File: src/rtl/addr_gen_2d_stream.sv
// addr_gen_2d_stream: raster-scan address generator with a 2-stage multiply/add pipeline
// and valid/ready output. Define ADDR_GEN_STRIDE_EN to add per-scan col_step/row_step inputs.
module addr_gen_2d_stream #(
    parameter int AW       = 25,
    parameter int DW       = 15,
    parameter int MAX_STEP = 4
) (
    input  logic          clk,
    input  logic          reset_n,
    input  logic          start,
    input  logic [AW-1:0] base_addr,
    input  logic [DW-1:0] line_width,
    input  logic [DW-1:0] num_rows,
    input  logic [DW-1:0] num_cols,
`ifdef ADDR_GEN_STRIDE_EN
    input  logic [$clog2(MAX_STEP+1)-1:0] col_step,
    input  logic [$clog2(MAX_STEP+1)-1:0] row_step,
`endif
    output logic [AW-1:0] addr,
    output logic          addr_valid,
    input  logic          addr_ready,
    output logic          last_col,
    output logic          last,
    output logic          busy,
    output logic          done
);
    localparam int SW  = $clog2(MAX_STEP + 1);
    localparam int PW  = DW + SW;   // position = beat count * step
    localparam int PRW = PW + DW;

    typedef enum logic [1:0] {IDLE, RUN, DRAIN, DONE} state_t;

    state_t         state_q, state_d;
    logic [AW-1:0]  base_q, base_d;
    logic [DW-1:0]  lw_q, lw_d, rows_q, rows_d, cols_q, cols_d;
    logic [SW-1:0]  col_step_q, col_step_d, row_step_q, row_step_d;
    logic [DW-1:0]  col_cnt_q, col_cnt_d, row_cnt_q, row_cnt_d;
    logic [PW-1:0]  col_pos_q, col_pos_d, row_pos_q, row_pos_d;
    logic           vld_p1_q, vld_p1_d;
    logic [PRW-1:0] prod_p1_q, prod_p1_d;
    logic [PW-1:0]  col_p1_q, col_p1_d;
    logic           last_col_p1_q, last_col_p1_d, last_p1_q, last_p1_d;
    logic [AW-1:0]  addr_q, addr_d;
    logic           addr_valid_q, addr_valid_d, last_col_q, last_col_d, last_q, last_d;
    logic           busy_q, busy_d, done_q, done_d;

    logic s2_accept, s1_accept, issue, at_last_col, at_last_row;

    assign s2_accept   = !addr_valid_q || addr_ready;
    assign s1_accept   = !vld_p1_q || s2_accept;
    assign issue       = (state_q == RUN) && s1_accept;
    assign at_last_col = (col_cnt_q == cols_q - DW'(1));
    assign at_last_row = (row_cnt_q == rows_q - DW'(1));

    always_comb begin
        state_d       = state_q;
        base_d        = base_q;
        lw_d          = lw_q;
        rows_d        = rows_q;
        cols_d        = cols_q;
        col_step_d    = col_step_q;
        row_step_d    = row_step_q;
        col_cnt_d     = col_cnt_q;
        row_cnt_d     = row_cnt_q;
        col_pos_d     = col_pos_q;
        row_pos_d     = row_pos_q;
        vld_p1_d      = vld_p1_q;
        prod_p1_d     = prod_p1_q;
        col_p1_d      = col_p1_q;
        last_col_p1_d = last_col_p1_q;
        last_p1_d     = last_p1_q;
        addr_d        = addr_q;
        addr_valid_d  = addr_valid_q;
        last_col_d    = last_col_q;
        last_d        = last_q;
        busy_d        = busy_q;
        done_d        = 1'b0;

        // stage 2: base + row product + column offset
        if (vld_p1_q && s2_accept) begin
            addr_valid_d = 1'b1;
            addr_d       = base_q + AW'(prod_p1_q) + AW'(col_p1_q);
            last_col_d   = last_col_p1_q;
            last_d       = last_p1_q;
        end else if (addr_ready) begin
            addr_valid_d = 1'b0;
        end

        // stage 1: row multiply; counters move only when this stage loads
        if (issue) begin
            vld_p1_d      = 1'b1;
            prod_p1_d     = PRW'(row_pos_q) * PRW'(lw_q);
            col_p1_d      = col_pos_q;
            last_col_p1_d = at_last_col;
            last_p1_d     = at_last_col && at_last_row;
            if (at_last_col) begin
                col_cnt_d = '0;
                col_pos_d = '0;
                row_cnt_d = row_cnt_q + DW'(1);
                row_pos_d = row_pos_q + PW'(row_step_q);
            end else begin
                col_cnt_d = col_cnt_q + DW'(1);
                col_pos_d = col_pos_q + PW'(col_step_q);
            end
        end else if (s2_accept) begin
            vld_p1_d = 1'b0;
        end

        case (state_q)
            IDLE: if (start) begin
                base_d    = base_addr;
                lw_d      = line_width;
                rows_d    = num_rows;
                cols_d    = num_cols;
                col_cnt_d = '0;
                row_cnt_d = '0;
                col_pos_d = '0;
                row_pos_d = '0;
`ifdef ADDR_GEN_STRIDE_EN
                col_step_d = (col_step == '0) ? SW'(1) : col_step;
                row_step_d = (row_step == '0) ? SW'(1) : row_step;
`else
                col_step_d = SW'(1);
                row_step_d = SW'(1);
`endif
                if (num_rows != '0 && num_cols != '0) begin
                    state_d = RUN;
                    busy_d  = 1'b1;
                end else begin
                    state_d = DONE;
                    done_d  = 1'b1;
                end
            end
            RUN: if (issue && at_last_col && at_last_row) state_d = DRAIN;
            DRAIN: if (addr_valid_q && addr_ready && last_q) begin
                state_d = DONE;
                busy_d  = 1'b0;
                done_d  = 1'b1;
            end
            default: state_d = IDLE;
        endcase
    end

    always_ff @(posedge clk or negedge reset_n) begin
        if (!reset_n) begin
            state_q       <= IDLE;
            base_q        <= '0;
            lw_q          <= '0;
            rows_q        <= '0;
            cols_q        <= '0;
            col_step_q    <= '0;
            row_step_q    <= '0;
            col_cnt_q     <= '0;
            row_cnt_q     <= '0;
            col_pos_q     <= '0;
            row_pos_q     <= '0;
            vld_p1_q      <= 1'b0;
            prod_p1_q     <= '0;
            col_p1_q      <= '0;
            last_col_p1_q <= 1'b0;
            last_p1_q     <= 1'b0;
            addr_q        <= '0;
            addr_valid_q  <= 1'b0;
            last_col_q    <= 1'b0;
            last_q        <= 1'b0;
            busy_q        <= 1'b0;
            done_q        <= 1'b0;
        end else begin
            state_q       <= state_d;
            base_q        <= base_d;
            lw_q          <= lw_d;
            rows_q        <= rows_d;
            cols_q        <= cols_d;
            col_step_q    <= col_step_d;
            row_step_q    <= row_step_d;
            col_cnt_q     <= col_cnt_d;
            row_cnt_q     <= row_cnt_d;
            col_pos_q     <= col_pos_d;
            row_pos_q     <= row_pos_d;
            vld_p1_q      <= vld_p1_d;
            prod_p1_q     <= prod_p1_d;
            col_p1_q      <= col_p1_d;
            last_col_p1_q <= last_col_p1_d;
            last_p1_q     <= last_p1_d;
            addr_q        <= addr_d;
            addr_valid_q  <= addr_valid_d;
            last_col_q    <= last_col_d;
            last_q        <= last_d;
            busy_q        <= busy_d;
            done_q        <= done_d;
        end
    end

    assign addr       = addr_q;
    assign addr_valid = addr_valid_q;
    assign last_col   = last_col_q;
    assign last       = last_q;
    assign busy       = busy_q;
    assign done       = done_q;
endmodule

File: config.mk
export PLATFORM = sky130hd
export DESIGN_NAME = addr_gen_2d_stream
export DESIGN_NICKNAME = d
export VERILOG_FILES = /design/src/rtl/addr_gen_2d_stream.sv
export SDC_FILE = /design/constraint.sdc
export NUM_CORES = 1
export LEC_CHECK = 0
export BUFFER_PORTS_ARGS = -buffer_cell sky130_fd_sc_hd__buf_2
export CORE_MARGIN = 3
export CORE_UTILIZATION = 40
export DETAILED_ROUTE_END_ITERATION = 7
export PLACE_DENSITY = 0.56
export SYNTH_ARGS = -nofsm -noshare
export SYNTH_HDL_FRONTEND = slang
export SYNTH_SLANG_ARGS = --single-unit
File: constraint.sdc
create_clock -name clk -period 10.1 [get_ports clk]
set_input_delay 1.01 -clock clk [delete_from_list [all_inputs] [get_ports clk]]
set_output_delay 1.01 -clock clk [all_outputs]
set_load 0.01 [all_outputs]
==> results of run 1 <==
==> cells by family after synthesis <==
group | count (synthesis) | synth area share (%)
simple gates | 864 | 21.55
buf+inv | 347 | 6.952
fa+ha+maj | 302 | 27.90
compound gates | 264 | 8.998
flops | 215 | 28.47
xor+xnor | 117 | 5.422
mux | 13 | 0.7084
==> per-stage QoR <==
step	hold slack [ps]	area (µm²)
after floorplan	438.6	18900
after global placement	447.8	19890
after detailed placement	456.8	19890
after CTS	469.4	20730
after global routing	495.7	20730
final	466.4	20730
==> worst reg2reg max path: stages, from the launching register on <==
cell,delay [ps]
dfrtp_1,610
and2_1,310
fa_1,530
inv_1,50
fa_1,470
inv_1,50
fa_1,490
fa_1,510
fa_1,490
inv_1,50
fa_1,470
inv_1,40
ha_1,330
a211o_1,360
a2111oi_0,380
a21boi_0,330
o31a_1,230
o21ai_0,110
a21oi_1,180
xnor2_1,140
o21ai_0,90
==> layer usage <==
metal  vias to the layer above  routed length [µm]
met4                         0                 851
li1                       6900                   -
met5                         -                   0
met3                        52                1413
met2                       227               20670
met1                      6909               21030
==> final cells by class <==
cell class              count  share of cell area, %
inverters                 254                  4.599
well taps                 607                  3.663
flip-flops and latches    215                  25.95
clock buffers              36                  3.561
clock inverters            12                 0.4768
repair buffers            111                  2.825
multi-input cells        1560                  58.92
==> power by group through the flow <==
stage               Clock [µW]  Sequential, µW  Combinational (µW)
floorplan                    0            1260                 870
global placement             0            1400                1070
detailed placement           0            1410                1100
CTS                        932            1390                1100
global route               968            1440                1260
finish                     902            1390                1090
==> worst paths after layout <==
kind                                      start                         to  cells after the start
max in group asynchronous               reset_n       lw_q[13]$_DFFE_PN0P_                      3
hold reg to reg            addr[18]$_DFFE_PN0P_       addr[18]$_DFFE_PN0P_                      2
setup reg to reg            lw_q[3]$_DFFE_PN0P_  prod_p1_q[24]$_DFFE_PN0P_                     20
setup / recovery            lw_q[3]$_DFFE_PN0P_  prod_p1_q[24]$_DFFE_PN0P_                     20
min in group asynchronous               reset_n        addr[2]$_DFFE_PN0P_                      1
hold / removal             addr[18]$_DFFE_PN0P_       addr[18]$_DFFE_PN0P_                      2
==> placed cells by master (no fill, tap or decap), types with 4 or more instances in the layout <==
cell,n
buf_4,8
clkbuf_8,5
and3_1,12
nand4_1,21
o21a_1,7
and2_1,155
fa_1,199
a211oi_1,12
dfrtp_1,215
a211o_1,5
o31ai_1,17
o21bai_1,8
o41ai_1,8
nor2b_1,4
a41o_1,4
nor3_1,20
nand3_1,37
clkinv_2,9
clkbuf_16,26
a31o_2,4
nor4_1,13
a21oi_1,65
ha_1,103
or3_1,9
o211ai_1,8
buf_2,102
a21o_1,14
nor2_1,84
a31oi_1,9
mux2i_1,10
inv_1,253
and4_1,5
o21ai_0,75
xor2_1,63
nand2b_1,11
clkbuf_1,5
or4_1,14
xnor2_1,54
nand2_1,457
==> sequential cells by signal (all words and copies together), names as in the netlist, 2 cells and up <==
| name | count |
|---|---|
| row_pos_q | 18 |
| lw_q | 15 |
| base_q | 25 |
| col_p1_q | 18 |
| row_cnt_q | 15 |
| prod_p1_q | 25 |
| col_cnt_q | 15 |
| col_pos_q | 18 |
| cols_q | 15 |
| addr | 25 |
| state_q | 2 |
| rows_q | 15 |
==> results.yml, run 1 <==
power:
  peakVddDrop_v: 0.0001484
  design_power_total_uw: 3379
  internal_power_uw: 2031
  p_leak_uw: 0.01030
  combPwrFrac_pct: 32.2
  p_switching_uw: 1348
  switching_share_pct: 39.89
  clockPowerShare_pct: 26.7
  seqPwrFrac_pct: 41.2
  power-per-cell-area_nw_per_um2: 163.0
routing:
  antenna_left: 0
  viasPerCell: 5.040
  wl_per_cell_um: 15.73
  drc: 0
  first_pass_iters: 5
  wl_um: 43970
  num_vias: 14090
  drtIter0Drc: 882
clock_network:
  ctsResizeCount: 0
  cts_max_level: 1
  insertion_delay_ps: 540
  holdBufCountCts: 0
  post-cts-setup-buffers: 0
  cts_made_buffers: 26
  cts_sinks: 215
  cts_tree: "done"
  root_buffer: "clkbuf_16"
  path_clk_slew_ps: 60
  clk_path_buf_depth: 3
logic_synthesis:
  syn_avg_cell_area_um2: 8.906
  synth_cell_types: 68
  synth-edff-count: 0
  syn-instance-count: 2122
  yosys_warnings: 0
  syn_nets: 2498
  synth_area_leaders: "dfrtp_1 28%, fa_1 21%, nand2_1 9.1%, ha_1 6.8%, and2_1 5.1%"
  synthTopCellsByCount: "459 x nand2_1, 253 x inv_1, 215 x dfrtp_1, 199 x fa_1, 155 x and2_1"
  async_flop_share_pct: 100.0
  yosysTopAreaCell: "dfrtp_1"
  ys_seq_elements: 215
  synth-main-ff-cell: "dfrtp_1"
  synth_area_um2: 18900
  seq_area_frac_synth_pct: 28.47
  synth.top_cell.area_share_pct: 28.47
  yosysMostFrequentCell: "nand2_1"
final_layout:
  fin_util_pct: 44.44
  layoutNonFillerInstCount: 2795
  diodes: 0
  final_nets: 2544
  n_fill_cell: 4612
  seq_area_um2: 5380
  multiInputGateArea_um2: 12220
  drive_gt1_share_pct: 7.952
  areaGrowthSynthToFinish_pct: 9.699
critical_path:
  cp_max_fo: 19
  slowest_stage: "dfrtp_1"
  start_kind: "flip-flop"
  cp_cell_sequence: "and2_1 -> fa_1 -> inv_1 -> fa_1 -> inv_1 -> fa_1 -> fa_1 -> fa_1 -> inv_1 -> fa_1 -> inv_1 -> ha_1 -> a211o_1 -> a2111oi_0 -> a21boi_0 -> o31a_1 -> o21ai_0 -> a21oi_1 -> xnor2_1 -> o21ai_0"
  worst-path-buf-inv: 4
  arrival_ps: 6740
  critPathCaptureType: "flip-flop"
  required_ps: 10490
  crit_path_frequent_cell: "fa_1"
  cp_top_family: "adder cells"
  crit_type: "flip-flop to flip-flop"
  r2r_setup_slack_ps: 3760
  critPathMaxStageDelay_ps: 610
flow_run:
  drv_cap: 0
grt:
  grt_use_total_pct: 18.19
  first_global_vias: 14840
  met2_usage_pct: 30.84
  antenna_found_initial: 0
  grt_busiest_layer: "met2"
  grt_overflow_total: 0
  grt_max_degree: 92
  grt.met3_usage_pct: 1.947
  met1_usage_pct: 25.37
  grt_pass1_wl_um: 74980
timing:
  rsz0062_at_grt: "no"
  setup_ws_ps: 3756
  slew_headroom_pct: 27.85
  slew_violations: 0
  period_minus_slack_ps: 6344
  final_hold_viol_count: 0
  finClkSkew_ps: 15.11
  setup_violations: 0
  setup-tns-final_ps: 0
  fmax_mhz: 157.6
  tightest_slew_ps: 1074
  post-route-period-util_pct: 62.81
die:
  die_h_um: 223.4
  die_w_um: 223.4
  die_area_um2: 49890
  core.rowCount: 79
  core_um2: 46650
  io_pins: 104
  start_util_pct: 40.51
worst_hold_path:
  min_path_type: "flip-flop to flip-flop"
placement:
  place_ws_ps: 3723
  placed_cells: 2747
  gp_congestion: 0.8047
  hpwl_um: 33860
  port_buffers: 103
outcome:
  status: "finished clean"
No activity file was read; power rests on OpenSTA's default activity.
==> inputs of run 2 (changes only) <==
==> constraint.sdc (replaced) <==
create_clock -name clk -period 6.65 [get_ports clk]
set_input_delay 0.665 -clock clk [delete_from_list [all_inputs] [get_ports clk]]
set_output_delay 0.665 -clock clk [all_outputs]
set_load 0.01 [all_outputs]
==> results.yml, run 2 (same netlist as run 1, synthesis figures left out) <==
power:
  clockPowerShare_pct: 30.3
  combPwrFrac_pct: 31.5
  p_switching_uw: 2114
  design_power_total_uw: 5464
  p_leak_uw: 0.01047
  peakVddDrop_v: 0.0001615
  switching_share_pct: 38.68
  seqPwrFrac_pct: 38.1
  power-per-cell-area_nw_per_um2: 259.4
  internal_power_uw: 3350
critical_path:
  slowest_stage: "dfrtp_1"
  cp_max_fo: 19
  required_ps: 7060
  arrival_ps: 6700
  critPathCaptureType: "flip-flop"
  crit_path_frequent_cell: "fa_1"
  cp_cell_sequence: "and2_1 -> fa_1 -> inv_1 -> fa_1 -> inv_1 -> fa_1 -> fa_1 -> fa_1 -> inv_1 -> fa_1 -> inv_1 -> ha_1 -> a211o_1 -> a2111oi_0 -> a21boi_1 -> o31a_1 -> o21ai_0 -> a21oi_1 -> xnor2_1 -> o21ai_0"
  critPathMaxStageDelay_ps: 560
  crit_type: "flip-flop to flip-flop"
  start_kind: "flip-flop"
grt:
  antenna_found_initial: 0
  first_global_vias: 14870
  grt_max_degree: 95
  grt_pass1_wl_um: 75730
  grt_overflow_total: 0
  grt_use_total_pct: 18.35
final_layout:
  diodes: 0
  drive_gt1_share_pct: 9.058
  areaGrowthSynthToFinish_pct: 11.46
  n_fill_cell: 4545
  final_common_cell: "nand2_1"
  final_nets: 2564
  final_cell_mix: "457 x nand2_1, 253 x inv_1, 214 x dfrtp_1"
  final_area_um2: 21060
clock_network:
  holdBufCountCts: 0
  cts_max_level: 1
  cts_sinks: 215
  root_buffer: "clkbuf_16"
  path_clk_slew_ps: 60
  insertion_delay_ps: 560
  cts_tree: "done"
  clk_path_buf_depth: 3
  cts_made_buffers: 27
timing:
  period_minus_slack_ps: 6281
  setup_violations: 0
  rsz0062_at_grt: "no"
  tightest_slew_ps: 1123
  setup-tns-final_ps: 0
  slew_violations: 0
  setup_ws_ps: 368.8
  fmax_mhz: 159.2
  final_hold_viol_count: 0
  post-route-period-util_pct: 94.45
  slew_headroom_pct: 24.54
  finClkSkew_ps: 14.24
routing:
  wl_per_cell_um: 15.71
  drtIter0Drc: 743
  wl_um: 44210
  num_vias: 14150
  viasPerCell: 5.028
  first_pass_iters: 5
  drc: 0
  antenna_left: 0
worst_hold_path:
  min_path_type: "input pin to async pin"
die:
  die_h_um: 223.4
  io_pins: 104
  die_w_um: 223.4
  start_util_pct: 40.51
  core_um2: 46650
  die_area_um2: 49890
  core.rowCount: 79
placement:
  port_buffers: 103
  post_dp_cell_area_um2: 20040
  place_ws_ps: 295.2
  hpwl_um: 34190
  gp_congestion: 0.8252
flow_run:
  drv_cap: 0
outcome:
  status: "finished clean"
-- run 2: changes by cell type in the layout (fill, tap and decap cells not counted), sizes merged --
cell / delta
clkinv: -4
buf: +19
inv: +2
clkbuf: -6
clkinvlp: +3
bufinv: +6
-- run 2: path summary, 6_finish.rpt --
path	start	to	slack [ps]	cells past startpoint
max in group asynchronous	reset_n	lw_q[3]$_DFFE_PN0P_	5050	2
worst max register to register	lw_q[0]$_DFFE_PN0P_	prod_p1_q[24]$_DFFE_PN0P_	370	20
worst max-delay path	lw_q[0]$_DFFE_PN0P_	prod_p1_q[24]$_DFFE_PN0P_	370	20
worst min register to register	addr[18]$_DFFE_PN0P_	addr[18]$_DFFE_PN0P_	470	2
min in group clk	base_addr[18]	base_q[18]$_DFFE_PN0P_	300	3
worst min-delay path	reset_n	addr[2]$_DFFE_PN0P_	130	1
-- run 2: per-stage QoR --
| stage | hold slack [ps] | utilization [%] | instances |
|---|---|---|---|
| after floorplan | 369.4 | - | 2122 |
| after global placement | 447.7 | 42.95 | 2766 |
| after detailed placement | 461.1 | 42.95 | 2766 |
| after CTS | 148.4 | 45.15 | 2815 |
| after global routing | 173.7 | 45.15 | 2815 |
| final | 133.5 | 45.15 | 2815 |
-- run 2: layout make-up --
type / instances / area (µm²) / share of cell area [%]
multi-input cells: 1560 / 12220 / 57.99
clock buffers: 30 / 716.9 / 3.404
flip-flops and latches: 215 / 5381 / 25.55
well taps: 607 / 759.5 / 3.606
repair buffers: 130 / 728.2 / 3.457
clock inverters: 19 / 309.0 / 1.467
inverters: 254 / 953.4 / 4.526
-- run 2: power groups by stage --
| stage | logic [µW] | registers [µW] | clock network (µW) |
|---|---|---|---|
| 6_report | 1720 | 2080 | 1660 |
| 5_1_grt | 1980 | 2160 | 1760 |
| 4_1_cts | 1750 | 2090 | 1700 |
| 3_5_place_dp | 1740 | 2110 | 0 |
| 3_3_place_gp | 1700 | 2100 | 0 |
| 2_1_floorplan | 1320 | 1920 | 0 |
-- run 2: worst max-delay path: cells and delay by family (launching register included) --
family / cells / cell delay, ps
xor gates and xnor gates: 1 / 130
DFF: 1 / 560
and+or+nand+nor: 1 / 270
AOI/OAI and AO/OA: 7 / 1640
adders and majority gates: 7 / 3320
buffers and inverters: 4 / 200
-- run 2: timing repair --
| action | CTS | global route |
|---|---|---|
| buffers inserted | 0 | 0 |
| endpoints found under the hold margin | 0 | 0 |
| gates resized for setup | 0 | 2 |
| endpoints found under the setup margin | 0 | 1 |
-- run 2: routing by layer --
layer / track usage (%) / part of all wire [%]
met1: 25.71 / 49
met3: 2.118 / 2.8
met2: 31.01 / 46
met4: 3.611 / 2.0
met5: 0 / 0
==> inputs of run 3 (changes only) <==
--- a/config.mk
+++ b/config.mk
@@ -9,7 +9,6 @@
 export CORE_MARGIN = 3
 export CORE_UTILIZATION = 40
 export DETAILED_ROUTE_END_ITERATION = 7
-export PLACE_DENSITY = 0.56
 export SYNTH_ARGS = -nofsm -noshare
 export SYNTH_HDL_FRONTEND = slang
 export SYNTH_SLANG_ARGS = --single-unit
==> constraint.sdc (replaced) <==
create_clock -name clk -period 6.9 [get_ports clk]
set_input_delay 0.69 -clock clk [delete_from_list [all_inputs] [get_ports clk]]
set_output_delay 0.69 -clock clk [all_outputs]
set_load 0.01 [all_outputs]
==> results.yml, run 3 (same netlist as run 1, synthesis figures left out) <==
clock_network:
  cts_made_buffers: 25
  cts_tree: "done"
  insertion_delay_ps: 550
  holdBufCountCts: 0
  post-cts-setup-buffers: 0
  root_buffer: "clkbuf_16"
  path_clk_slew_ps: 60
  ctsResizeCount: 0
  cts_sinks: 215
  clk_path_buf_depth: 3
  cts_max_level: 1
critical_path:
  critPathMaxStageDelay_ps: 570
  worstRegToRegCells: 20
  slowest_stage: "dfrtp_1"
  critPathCaptureType: "flip-flop"
  cp_max_fo: 19
  crit_type: "flip-flop to flip-flop"
  r2r_start: "lw_q[0]$_DFFE_PN0P_"
  cp_cell_sequence: "and2_1 -> fa_1 -> inv_1 -> fa_1 -> inv_1 -> fa_1 -> fa_1 -> fa_1 -> inv_1 -> fa_1 -> inv_1 -> ha_1 -> a211o_1 -> a2111oi_0 -> a21boi_0 -> o31a_1 -> o21ai_0 -> a21oi_1 -> xnor2_1 -> o21ai_0"
  crit_path_frequent_cell: "fa_1"
  required_ps: 7290
  start_kind: "flip-flop"
  r2r_setup_slack_ps: 490
  rr_endpoint: "prod_p1_q[24]$_DFFE_PN0P_"
  arrival_ps: 6790
timing:
  setup-tns-final_ps: 0
  final_hold_viol_count: 0
  setup_violations: 0
  fmax_mhz: 156.1
  holdWs_ps: 177.0
  slew_headroom_pct: 28.79
  post-route-period-util_pct: 92.85
  slew_violations: 0
  setup_ws_ps: 493.6
  period_minus_slack_ps: 6406
  tightest_slew_ps: 1066
  finClkSkew_ps: 19.45
  rsz0062_at_grt: "no"
power:
  peakVddDrop_v: 0.0001628
  design_power_total_uw: 5051
  power-per-cell-area_nw_per_um2: 242.7
  p_leak_uw: 0.01035
flow_run:
  drv_cap: 0
die:
  io_pins: 104
  die_w_um: 223.4
  core_um2: 46650
  start_util_pct: 40.51
  die_h_um: 223.4
  die_area_um2: 49890
  core.rowCount: 79
routing:
  antenna_left: 0
  num_vias: 14270
  drtIter0Drc: 887
  viasPerCell: 5.097
  wl_um: 44060
  wl_per_cell_um: 15.74
  first_pass_iters: 5
  drc: 0
placement:
  place_ws_ps: 445.3
  gp_congestion: 0.8299
  hpwl_um: 33640
  port_buffers: 103
grt:
  grt_overflow_total: 0
  grt_use_total_pct: 18.23
  grt_max_degree: 89
  grt_pass1_wl_um: 75480
  antenna_found_initial: 0
  first_global_vias: 14990
final_layout:
  final_nets: 2549
  final_common_cell: "nand2_1"
  drive_gt1_share_pct: 8.166
  areaGrowthSynthToFinish_pct: 10.12
  diodes: 0
  fin_util_pct: 44.61
  final_cell_mix: "457 x nand2_1, 253 x inv_1, 215 x dfrtp_1"
outcome:
  status: "finished clean"
worst_hold_path:
  min_path_type: "input pin to async pin"
[run 3: changes by cell type in the layout (fill, tap and decap cells not counted), sizes merged]
cell,change
bufinv,-3
clkbuf,+3
clkinvlp,-4
buf,-13
clkinv,+1
[run 3: cell type report]
| class | instances | area (µm²) |
|---|---|---|
| timing repair buffer | 117 | 630.6 |
| clock buffer | 33 | 695.7 |
| sequential | 215 | 5380 |
| inverter | 254 | 953.4 |
| fill | 4575 | 25840 |
| clock inverter | 13 | 176.4 |
| multi-input combinational | 1560 | 12220 |
| tap | 607 | 759.5 |
[run 3: how the worst max path moves through the flow]
stage | startpoint | to | slack [ps] | cells past startpoint
after floorplan | row_pos_q[10]$_DFF_PN0_ | prod_p1_q[24]$_DFFE_PN0P_ | 1000 | 24
after global placement | row_pos_q[10]$_DFF_PN0_ | prod_p1_q[24]$_DFFE_PN0P_ | 680 | 22
after detailed placement | row_pos_q[10]$_DFF_PN0_ | prod_p1_q[24]$_DFFE_PN0P_ | 450 | 20
after CTS | row_pos_q[10]$_DFF_PN0_ | prod_p1_q[24]$_DFFE_PN0P_ | 440 | 20
after global routing | row_pos_q[10]$_DFF_PN0_ | prod_p1_q[24]$_DFFE_PN0P_ | 90 | 22
final | lw_q[0]$_DFFE_PN0P_ | prod_p1_q[24]$_DFFE_PN0P_ | 490 | 20
[run 3: per-stage QoR]
step	area, µm²	cells
2_1_floorplan	18900	2122
3_3_place_gp	19940	2753
3_5_place_dp	19940	2753
4_1_cts	20810	2799
5_1_grt	20810	2799
6_report	20810	2799
[run 3: power breakdown]
part           total, µW  switching, µW  leakage, µW  internal [µW]
clock network       1410            546     0.000435            860
logic               1620            984      0.00708            632
registers           2030            465      0.00284           1560
total               5050           2000       0.0103           3060
[run 3: per-layer routing]
layer	share of wire (%)	GRT usage, %	up-vias
li1	-	-	6905
met1	47	25.26	7024
met2	47	30.85	279
met3	4.0	2.539	58
met4	1.9	3.508	0
met5	0	0	-
[run 3: critical path: cells and delay by family, from the launching register on]
kind	cells	cell delay [ps]
adders and majority gates	7	3350
AOI/OAI and AO/OA	7	1750
DFF	1	570
and+or+nand+nor	1	280
buffers and inverters	4	190
xor gates and xnor gates	1	130
